File: src/rtl/ps2_scan_rx.sv
// PS/2 keyboard receiver: synchronised and glitch-filtered pins, 11-bit framing,
// E0/F0 prefix folding, and a show-ahead FIFO of tagged scan codes.
module ps2_scan_rx #(
  parameter int FILTER_LEN  = 8,
  parameter int TIMEOUT_CYC = 5000,
  parameter int FIFO_DEPTH  = 4,
  parameter bit PARITY_EN   = 1'b1
) (
  input  logic       clk,
  input  logic       rst_n,
  input  logic       ps2_clk,
  input  logic       ps2_data,
  output logic       code_valid,
  input  logic       code_ready,
  output logic [7:0] code_byte,
  output logic       code_ext,
  output logic       code_break,
  output logic       err_parity,
  output logic       err_frame,
  output logic       overflow
);
  localparam int FCW = (FILTER_LEN > 2) ? $clog2(FILTER_LEN) : 1;
  localparam int TW  = $clog2(TIMEOUT_CYC + 1);
  localparam int AW  = $clog2(FIFO_DEPTH);

  typedef enum logic [1:0] {IDLE, DATA, PARITY, STOP} state_t;

  state_t           state, nxt;
  logic             clk_s1, clk_s2, dat_s1, dat_s2;
  logic [FCW-1:0]   fcnt;
  logic             filt, filt_d, fall;
  logic [TW-1:0]    tcnt;
  logic             timeout;
  logic [2:0]       bit_cnt;
  logic [7:0]       sh;
  logic             par, ext, brk;
  logic             stop_fall, bad_stop, bad_par, acc, wr;
  logic [AW:0]      wptr, rptr;
  logic [9:0]       mem [FIFO_DEPTH];
  logic             empty, full, pop, push;

  // Idle-high synchronisers so a reset never fabricates a falling edge
  always_ff @(posedge clk or negedge rst_n) begin
    if (!rst_n) begin
      {clk_s1, clk_s2, dat_s1, dat_s2} <= 4'b1111;
    end else begin
      clk_s1 <= ps2_clk;
      clk_s2 <= clk_s1;
      dat_s1 <= ps2_data;
      dat_s2 <= dat_s1;
    end
  end

  always_ff @(posedge clk or negedge rst_n) begin
    if (!rst_n) begin
      fcnt   <= '0;
      filt   <= 1'b1;
      filt_d <= 1'b1;
    end else begin
      filt_d <= filt;
      if (clk_s2 != filt) begin
        if (fcnt == FCW'(FILTER_LEN - 1)) begin
          filt <= clk_s2;
          fcnt <= '0;
        end else begin
          fcnt <= fcnt + 1'b1;
        end
      end else begin
        fcnt <= '0;
      end
    end
  end

  assign fall    = filt_d & ~filt;
  assign timeout = (state != IDLE) && !fall && (tcnt == TW'(TIMEOUT_CYC - 1));

  // FSM: state register
  always_ff @(posedge clk or negedge rst_n) begin
    if (!rst_n) state <= IDLE;
    else        state <= nxt;
  end

  // FSM: next state
  always_comb begin
    nxt = state;
    if (timeout) begin
      nxt = IDLE;
    end else if (fall) begin
      unique case (state)
        IDLE:    if (!dat_s2) nxt = DATA;
        DATA:    if (bit_cnt == 3'd7) nxt = PARITY;
        PARITY:  nxt = STOP;
        STOP:    nxt = IDLE;
        default: nxt = IDLE;
      endcase
    end
  end

  // FSM: frame evaluation outputs
  always_comb begin
    stop_fall  = (state == STOP) && fall;
    bad_stop   = stop_fall && !dat_s2;
    bad_par    = stop_fall && dat_s2 && PARITY_EN && !(^{sh, par});
    acc        = stop_fall && dat_s2 && !bad_par;
    wr         = acc && (sh != 8'hE0) && (sh != 8'hF0);
    err_frame  = bad_stop || timeout;
    err_parity = bad_par;
    overflow   = wr && full && !pop;
  end

  always_ff @(posedge clk or negedge rst_n) begin
    if (!rst_n) begin
      bit_cnt <= '0;
      sh      <= '0;
      par     <= 1'b0;
      tcnt    <= '0;
      ext     <= 1'b0;
      brk     <= 1'b0;
    end else begin
      if (state == IDLE || fall) tcnt <= '0;
      else if (!timeout)         tcnt <= tcnt + 1'b1;

      if (fall) begin
        if (state == IDLE) bit_cnt <= '0;
        if (state == DATA) begin
          sh      <= {dat_s2, sh[7:1]};
          bit_cnt <= bit_cnt + 1'b1;
        end
        if (state == PARITY) par <= dat_s2;
      end

      // Prefixes accumulate until a final byte or any abort consumes them
      if (timeout || bad_stop || bad_par) begin
        ext <= 1'b0;
        brk <= 1'b0;
      end else if (acc) begin
        if (sh == 8'hE0)      ext <= 1'b1;
        else if (sh == 8'hF0) brk <= 1'b1;
        else begin
          ext <= 1'b0;
          brk <= 1'b0;
        end
      end
    end
  end

  assign empty = (wptr == rptr);
  assign full  = (wptr[AW] != rptr[AW]) && (wptr[AW-1:0] == rptr[AW-1:0]);
  assign pop   = !empty && code_ready;
  assign push  = wr && (!full || pop);

  always_ff @(posedge clk or negedge rst_n) begin
    if (!rst_n) begin
      wptr <= '0;
      rptr <= '0;
      for (int i = 0; i < FIFO_DEPTH; i++) mem[i] <= '0;
    end else begin
      if (push) begin
        mem[wptr[AW-1:0]] <= {brk, ext, sh};
        wptr              <= wptr + 1'b1;
      end
      if (pop) rptr <= rptr + 1'b1;
    end
  end

  assign code_valid                       = !empty;
  assign {code_break, code_ext, code_byte} = mem[rptr[AW-1:0]];
endmodule

File: config.mk
export PLATFORM = sky130hd
export DESIGN_NAME = ps2_scan_rx
export DESIGN_NICKNAME = d
export VERILOG_FILES = /design/src/rtl/ps2_scan_rx.sv
export SDC_FILE = /design/constraint.sdc
export NUM_CORES = 1
export LEC_CHECK = 0
export BUFFER_PORTS_ARGS = -buffer_cell sky130_fd_sc_hd__buf_2
export CAP_MARGIN = 40
export CELL_PAD_IN_SITES_DETAIL_PLACEMENT = 1
export CELL_PAD_IN_SITES_GLOBAL_PLACEMENT = 2
export CORE_MARGIN = 1
export CORE_UTILIZATION = 47
export DETAILED_ROUTE_END_ITERATION = 6
export PLACE_DENSITY = 0.84
export SETUP_SLACK_MARGIN = 0.5
export SYNTH_ARGS = -nofsm -noshare
export SYNTH_HDL_FRONTEND = slang
export SYNTH_SLANG_ARGS = --single-unit
File: constraint.sdc
create_clock -name clk -period 7 [get_ports clk]
set_input_delay 0.35 -clock clk [delete_from_list [all_inputs] [get_ports clk]]
set_output_delay 0.35 -clock clk [all_outputs]
set_load 0.05 [all_outputs]
==> impl_metrics.yaml, run 1 <==
routing:
  vias_per_cell: 5.49
  totalWireLength_mm: 7.50
  dr_wl_met3_um: 176
  met2WireLength_mm: 3.63
  num_vias: 2351
  firstDrtPassIters: 4
  drcViolationCount: 0
  drt_iter0_drc: 53
  drt-met1-wl_mm: 3.60
  final_antenna_net_count: 0
  highest_layer: "met4"
  routedWlPerCell_um: 17.5
timing:
  fin_skew_ns: 0.00889
  slew_headroom: 0.460
  fin_hold_ws_ns: 0.0815
  rsz0062_at_grt: "false"
  fin_crit_ns: 3.04
  tns_ns: 0
  worst_slew_pin_slew_ns: 0.809
  period_share: 0.435
  postLayoutSetupSlackWorst_ns: 3.96
  setup_violations: 0
  hold_viol_final: 0
  fmax_mhz: 329
  final-max-slew-violation-count: 0
floorplan:
  die_area_sq_mm: 0.00896
  die_h_um: 94.6
  coreArea_sq_mm: 0.00826
  rows: 33
  ios: 19
  initial_core_util: 0.488
  die_w_um: 94.6
finish:
  antenna_cells: 0
  nets: 337
  final_util: 0.538
  stdcell_count: 428
  syn2layout_area_growth_pct: 10.1
  final_common_cell: "dfrtp_1"
  final_area_sq_mm: 0.00444
  layout-drive-gt1-share: 0.344
  final_cell_mix: "dfrtp_1 (78), mux2_2 (42), buf_2 (17)"
synthesis:
  synth_edf_count: 0
  yosys_warnings: 0
  syn_avg_cell_area_sq_um: 13.5
  netlist-cell-type-count: 44
  syn_inst: 298
  yosysSeqAreaShare: 0.523
  ys_ff_latch: 84
  syn-num-nets: 317
  netlist_area_sq_mm: 0.00403
  async_flop_share: 1.00
  synth_ff_type: "dfrtp_1"
clocking:
  cts_resized: 0
  postCtsHoldBufs: 1
  postCtsSetupBuffers: 0
  cts_tree: "yes"
  clock_sinks: 84
  clk_latency_ns: 0.36
  cts_made_buffers: 9
  htree_num_levels: 3
  root_buffer: "clkbuf_8"
  clkSlewWorstSetupHoldPaths_ns: 0.09
  max-clock-path-buffers: 2
place:
  place_inst: 411
  io_buffer_count: 18
  place_ws_ns: 4.09
  placedInstanceArea_sq_mm: 0.00424
  place_congestion: 0.712
  hpwl_mm: 5.18
pwr:
  total_power_mw: 1.34
  cellLeakagePower_nw: 2.11
  p_per_area_mw_per_mm2: 303
  vdd_ir_drop_max_v: 0.000172
global_routing:
  grt_pass1_wl_mm: 12.6
  grt_use_total: 0.190
  grt_antenna_before_repair: 0
  grt-ovfl-total: 0
  grt_pass1_vias: 2467
  grt_max_degree: 62
job:
  maxCapViolations: 0
worst_setup_path:
  worst-setup-path-type: "register to primary output"
  crit_arrival_ns: 2.69
  cp.required_ns: 6.65
  crit_fanout: 9
  endpoint_kind: "primary output"
  crit_path_start_kind: "register"
hold_path:
  hold_class: "input port to register"
run_status:
  status: "completed"
==> path summary, 6_finish.rpt <==
path,from,endpoint,slack [ns],cells after the start
worst min register to register,clk_s1,clk_s2,0.36,0
worst max register to register,filt_d,mem[2],4.06,5
max in group asynchronous,rst_n,clk_s1,5.90,3
min in group asynchronous,rst_n,rptr[0],0.44,2
worst min-delay path,ps2_data,dat_s1,0.08,1
worst max-delay path,filt_d,overflow,3.96,6
==> kinds of logic after synthesis <==
family | Yosys count | share of synthesized area
compound gates | 26 | 0.0406
fa+ha+maj | 14 | 0.0434
buf+inv | 17 | 0.0180
simple gates | 72 | 0.107
xor+xnor | 22 | 0.0561
flops | 84 | 0.523
mux | 63 | 0.212
==> synthesized netlist by cell type (3+ instances only) <==
| master | instances | area (sq um) |
|---|---|---|
| mux2_4 | 9 | 135 |
| ha_1 | 14 | 175 |
| or3_1 | 5 | 31.3 |
| o21ai_0 | 11 | 55.1 |
| a21oi_1 | 5 | 25.0 |
| and2_1 | 4 | 25.0 |
| dfstp_2 | 6 | 158 |
| inv_1 | 6 | 22.5 |
| nand3_1 | 10 | 50.1 |
| mux2_2 | 42 | 473 |
| xnor2_1 | 15 | 131 |
| clkbuf_1 | 7 | 26.3 |
| nand4_4 | 3 | 63.8 |
| nand2_1 | 14 | 52.6 |
| nor3_1 | 4 | 20.0 |
| xor2_1 | 5 | 43.8 |
| dfrtp_1 | 78 | 1950 |
| a32o_1 | 3 | 30.0 |
| nor2_1 | 15 | 56.3 |
| mux4_2 | 10 | 225 |
==> layout make-up <==
class | instances | area (sq um)
well taps | 105 | 131
inverters | 6 | 22.5
flip-flops and latches | 84 | 2110
clock buffers | 9 | 124
fillers | 842 | 3810
multi-input cells | 197 | 1850
repair buffers | 20 | 130
clock inverters | 7 | 73.8
==> critical path: stages, from the launching register on <==
cell and delay [ns]:
dfstp_2 0.53, nor2b_1 0.44, nand3_1 0.24, nor2b_1 0.62, nand2_1 0.11, nor2_1 0.11, buf_2 0.28
==> where the power goes <==
group	switching (mW)	internal, mW	leakage (nW)
combinational	0.190	0.166	0.882
clock	0.181	0.167	0.100
sequential	0.0953	0.546	1.12
==> per-layer routing <==
| layer | vias to the layer above | GRT usage |
|---|---|---|
| li1 | 1120 | - |
| met5 | - | 0 |
| met4 | 0 | 0.0758 |
| met1 | 1201 | 0.250 |
| met3 | 6 | 0.0419 |
| met2 | 24 | 0.304 |
==> registers in the layout, summed over array words and instances, names as in the netlist <==
| signal | cells |
|---|---|
| mem | 40 |
| tcnt | 13 |
| sh | 8 |
| bit_cnt | 3 |
| fcnt | 3 |
| rptr | 3 |
| wptr | 3 |
| state | 2 |
| brk | 1 |
| clk_s1 | 1 |
| clk_s2 | 1 |
| dat_s1 | 1 |
| dat_s2 | 1 |
| ext | 1 |
| filt | 1 |
| filt_d | 1 |
| par | 1 |
Note: power is estimated with default switching activity, not from simulation.
==> run 2: changes to the inputs <==
Settings changed: CORE_UTILIZATION 47 to 44, PLACE_DENSITY 0.84 to 0.8.
Clock period 7 ns to 2.9 ns, I/O delays scaled along.
==> run 2 against run 1 <==
Net effect: the flow now finishes with violations (design-rule violations); utilization fell by 1.9 points; power rose to 2.5 times the previous value; worst hold slack improved by 0.0019 ns; sequential share of layout area fell by 1.1 points; die area rose by 6.7%; critical path depth did not move; sequential cell count did not move; combinational power rose to 2.9 times the previous value; via count rose by 1.7%; global-route usage fell by 0.68 points.
==> impl_metrics.yaml, run 2 (synthesized netlist as in run 1, its figures left out) <==
timing:
  slew_headroom: 0.603
  period_share: 0.791
  fin_skew_ns: 0.0100
  rsz0062_at_grt: "false"
  hold_viol_final: 0
  fmax_mhz: 436
  worst_slew_pin_slew_ns: 0.590
  setup_violations: 0
  tns_ns: 0
  fin_crit_ns: 2.29
  final-max-slew-violation-count: 0
global_routing:
  grt-ovfl-total: 0
  grt_pass1_wl_mm: 13.4
  grt_use_total: 0.183
  grt_max_degree: 60
  grt_antenna_before_repair: 0
  grt_pass1_vias: 2680
run_status:
  failed_checks: "design-rule violations"
  status: "finished, violations left"
worst_setup_path:
  crit_path_start: "sh[2]"
  worst-setup-path-type: "register to primary output"
  crit_arrival_ns: 2.15
  endpoint_kind: "primary output"
  crit_path_start_kind: "register"
  r2r_start: "sh[2]"
  cp.required_ns: 2.76
  crit_fanout: 8
finish:
  largest_register_ffs: 40
  layout-drive-gt1-share: 0.387
  top_register: "mem"
  reg_top3: "mem (40), tcnt (13), sh (8)"
  syn2layout_area_growth_pct: 13.3
  nets: 347
  final_cell_mix: "dfrtp_1 (72), mux2_2 (42), buf_2 (15)"
  antenna_cells: 0
  final_common_cell: "dfrtp_1"
place:
  io_buffer_count: 18
  place_congestion: 0.737
  hpwl_mm: 5.40
floorplan:
  die_area_sq_mm: 0.00956
  initial_core_util: 0.458
  die_w_um: 97.8
  rows: 34
  die_h_um: 97.8
  coreArea_sq_mm: 0.00881
  ios: 19
pwr:
  cellLeakagePower_nw: 2.17
  vdd_ir_drop_max_v: 0.000391
  p_per_area_mw_per_mm2: 740
  total_power_mw: 3.38
hold_path:
  hold_class: "input port to register"
  min_from: "code_ready"
routing:
  num_vias: 2390
  routedWlPerCell_um: 17.7
  drcViolationCount: 6
  firstDrtPassIters: 6
  vias_per_cell: 5.42
  final_antenna_net_count: 0
  totalWireLength_mm: 7.80
  drt_iter0_drc: 75
clocking:
  max-clock-path-buffers: 2
  cts_made_buffers: 9
  clock_sinks: 84
  cts_tree: "yes"
  clk_latency_ns: 0.36
  htree_num_levels: 3
  clkSlewWorstSetupHoldPaths_ns: 0.09
  root_buffer: "clkbuf_8"
job:
  maxCapViolations: 0
run 2: cell count changes in the layout (fill, tap and decap cells not counted), sizes merged:
cell         change
buf              +7
dlygate4sd3      +2
clkbuf           +1
clkinv           -1
inv              +1
run 2: what timing repair did:
action | CTS | global route
setup endpoints to repair | 7 | 3
hold buffers | 3 | 0
pin swaps | 1 | 1
gates resized for setup | 3 | 10
buffers inserted | 2 | 1
endpoints found under the hold margin | 27 | 0
run 2: area by class of cell:
class	instances	area, sq um
clock buffers	9	124
clock inverters	7	80.1
fillers	896	4240
inverters	6	22.5
multi-input cells	197	1870
flip-flops and latches	84	2120
well taps	108	135
repair buffers	30	219
run 2: metal layers:
layer  wire (um)  share of wire  vias up  global-route usage
met1        3650           0.47     1230               0.237
li1            -              -     1128                   -
met4          78          0.010        0              0.0490
met3         179          0.023        8              0.0480
met5           0              0        -                   0
met2        3890           0.50       24               0.306
run 2: worst max-delay path, cell delays in order, from the launching register on:
cell,delay (ns)
dfrtp_2,0.47
xor2_1,0.17
xnor3_2,0.49
xnor2_4,0.15
buf_4,0.16
nor2_2,0.17
buf_6,0.19
run 2: final timing paths:
| path | to | slack [ns] | cells past startpoint |
|---|---|---|---|
| min | rptr[2] | 0.08 | 3 |
| min in group asynchronous | rptr[0] | 0.25 | 2 |
| max reg2reg | mem[38] | 0.70 | 6 |
| max | err_parity | 0.61 | 6 |
| max in group asynchronous | clk_s2 | 1.99 | 3 |
| min reg2reg | clk_s2 | 0.36 | 0 |
run 2: per-stage QoR:
step	hold slack, ns	util	std cells	worst slack [ns]	instance area, sq um
after floorplan	-0.151	-	298	0.510	4040
after global placement	0.251	0.483	418	0.539	4250
after detailed placement	0.0935	0.486	419	0.497	4280
after CTS	0.0710	0.515	440	0.507	4530
after global routing	0.0725	0.519	441	0.512	4570
final	0.0834	0.519	441	0.607	4570
run 2: where the power goes:
part	internal, mW	switching (mW)	leakage (nW)
Combinational	0.472	0.547	0.952
Clock	0.410	0.445	0.102
Sequential	1.32	0.183	1.11
Total	2.21	1.17	2.17
==> run 3: changes to the inputs <==
Settings changed: ABC_AREA from default to 1, CORE_UTILIZATION 44 to 35, PLACE_DENSITY 0.8 to 0.76.
Clock period 2.9 ns to 2 ns, I/O delays scaled along.
==> run 3 against run 2 <==
Net effect: the flow now finishes without violations; area after synthesis increased by 2.2%; cell count increased by 60%; clock power increased by 120%; combinational power increased to 3.4 times the previous value; die area increased by 28%.
==> impl_metrics.yaml, run 3 <==
timing:
  final-max-slew-violation-count: 0
  fin_crit_ns: 1.94
  fin_skew_ns: 0.0107
  rsz0062_at_grt: "true"
  slew_headroom: 0.601
  period_share: 0.968
  worst_slew_pin_slew_ns: 0.598
  setup_violations: 0
  tns_ns: 0
  postLayoutSetupSlackWorst_ns: 0.0646
  fmax_mhz: 517
  hold_viol_final: 0
synthesis:
  netlist_area_sq_mm: 0.00412
  yosysSeqAreaShare: 0.512
  syn_inst: 463
  yosys.area.top_type: "dfrtp_1"
  yosysMostFrequentCell: "nand2_1"
  yosysTopAreaCellShare: 0.473
  synth_area_leaders: "dfrtp_1 (47%), nand2_1 (9.7%), o21ai_0 (5.2%)"
  netlist-cell-type-count: 34
  synth_commonest_cells: "nand2_1 (106), dfrtp_1 (78), o21ai_0 (43)"
  syn-num-nets: 482
  synth_ff_type: "dfrtp_1"
  yosys_warnings: 0
  async_flop_share: 1.00
  syn_avg_cell_area_sq_um: 8.90
  ys_ff_latch: 84
  synth_edf_count: 0
routing:
  routedWlPerCell_um: 18.2
  totalWireLength_mm: 12.9
  firstDrtPassIters: 4
  drcViolationCount: 0
  final_antenna_net_count: 0
  drt_iter0_drc: 113
  vias_per_cell: 5.15
  num_vias: 3638
floorplan:
  ios: 19
  die_area_sq_mm: 0.0122
  coreArea_sq_mm: 0.0115
  rows: 39
  die_w_um: 111
  die_h_um: 111
  initial_core_util: 0.360
global_routing:
  grt_max_degree: 44
  grt_use_total: 0.201
  grt_pass1_vias: 3688
  grt-ovfl-total: 0
  grt_antenna_before_repair: 0
  grt_pass1_wl_mm: 19.0
job:
  maxCapViolations: 0
finish:
  largest_register_ffs: 40
  antenna_cells: 0
  nets: 578
  top_register: "mem"
  final_common_cell: "dfrtp_1"
  final_cell_mix: "dfrtp_1 (75), nand2_1 (67), buf_4 (45)"
  syn2layout_area_growth_pct: 48.2
  reg_top3: "mem (40), tcnt (13), sh (8)"
  layout-drive-gt1-share: 0.486
  final_area_sq_mm: 0.00611
worst_setup_path:
  cpMaxStageDelayCell: "dfrtp_1"
  cp.buffers_inverters: 2
  crit_arrival_ns: 2.21
  critPathTopFamily: "simple AND/OR/NAND/NOR gates"
  cp.required_ns: 2.28
  worst-setup-path-type: "register to register"
  reg2reg_slack_ns: 0.06
  path_cells: "nand2_2 -> inv_2 -> nor2_4 -> nand2_1 -> nand3_2 -> nand2_2 -> nand2_2 -> nand2_4 -> nor2_8 -> buf_12 -> nand3_4 -> o21ai_1"
  critPathMaxStageDelay_ns: 0.43
  worst_path_most_repeated_cell: "nand2_2"
  endpoint_kind: "register"
  regToRegEndpoint: "mem[14]"
  r2r_start: "sh[5]"
  ff2ff_path_depth: 12
  crit_path_start: "sh[5]"
  crit_fanout: 10
  crit_path_start_kind: "register"
clocking:
  cts_made_buffers: 9
  max-clock-path-buffers: 2
  clkSlewWorstSetupHoldPaths_ns: 0.07
  htree_num_levels: 3
  clk_latency_ns: 0.36
  cts_tree: "yes"
  clock_sinks: 84
  root_buffer: "clkbuf_16"
place:
  placedInstanceArea_sq_mm: 0.00457
  hpwl_mm: 6.80
  place_ws_ns: -0.00887
  io_buffer_count: 18
  place_congestion: 0.716
hold_path:
  hold_class: "input port to register"
  holdPathStages: 3
  min_from: "code_ready"
  hold_end: "rptr[1]"
pwr:
  p_clk_frac: 0.255
  seqPwrFrac: 0.272
  p_per_area_mw_per_mm2: 1200
  vdd_ir_drop_max_v: 0.000843
  netSwitchingPower_mw: 2.91
  swShare: 0.398
  pwr-share-comb: 0.473
  cellLeakagePower_nw: 2.61
  p_int_mw: 4.40
run_status:
  status: "completed"
[run 3: changes by cell type in the layout (fill, tap and decap cells not counted), moves of 12 or more]
cell	previous run	this run
nand3_4	0	16
o21ai_1	0	31
mux2_2	42	0
buf_2	15	3
inv_1	6	25
buf_6	1	27
nand2_2	0	36
nor2_1	14	32
nand2_1	14	67
buf_4	9	45
inv_2	0	16
o21ai_2	0	33
[run 3: per-layer routing]
layer  GRT usage  routed length, um  vias up
li1            -                  -     1746
met4      0.0880                244        0
met2       0.347               6950       35
met1       0.247               5430     1839
met3      0.0324                233       18
met5           0                  0        -
[run 3: per-stage QoR]
stage,util,hold slack (ns),std cells,power (mW)
floorplan,-,-0.196,463,3.69
global placement,0.399,0.146,624,4.25
detailed placement,0.399,0.150,624,4.32
CTS,0.471,0.0698,680,6.47
global route,0.533,0.0757,707,7.66
finish,0.533,0.0698,707,7.31
[run 3: timing repair]
action | CTS | global route
hold buffers | 3 | 0
buffers inserted | 31 | 22
cloned | 6 | 5
pin swaps | 19 | 34
hold endpoints to repair | 43 | 0
resized for setup | 50 | 163
endpoints found under the setup margin | 75 | 83
[run 3: worst max path at each step]
stage | end | slack [ns] | depth (start not counted)
6_report | mem[14] | 0.06 | 12
5_1_grt | mem[14] | -0.05 | 12
4_1_cts | overflow | 0.11 | 7
3_5_place_dp | mem[22] | -0.009 | 12
3_3_place_gp | mem[20] | 0.04 | 12
2_1_floorplan | overflow | 0.22 | 6
[run 3: power groups by stage]
stage               logic [mW]  registers [mW]  clock network, mW
floorplan                 1.71            1.98                  0
global placement          2.26            1.99                  0
detailed placement        2.32            2.00                  0
CTS                       2.61            1.97               1.89
global route              3.69            2.02               1.96
finish                    3.46            1.99               1.86
[run 3: worst min-delay path, delay by kind of cell]
| family | cells | cell delay, ns |
|---|---|---|
| AND/OR/NAND/NOR | 1 | 0.10 |
| AO/OA/AOI/OAI | 1 | 0.07 |
| buffers and inverters | 1 | 0.12 |
[run 3: layout make-up]
cell class	count	area, sq um
clock buffer	10	239
clock inverter	6	86.3
fill	1254	5360
inverter	45	181
multi-input combinational	329	2430
sequential	84	2110
tap	143	179
timing repair buffer	89	875
timing repair inverter	1	7.51
[run 3: cells by family after synthesis]
kind of cell | count (synthesis) | synth area share
AOI/OAI and AO/OA | 109 | 0.146
adders and majority gates | 14 | 0.0425
DFF | 84 | 0.512
buffers and inverters | 60 | 0.0692
and+or+nand+nor | 186 | 0.209
xor gates and xnor gates | 10 | 0.0212
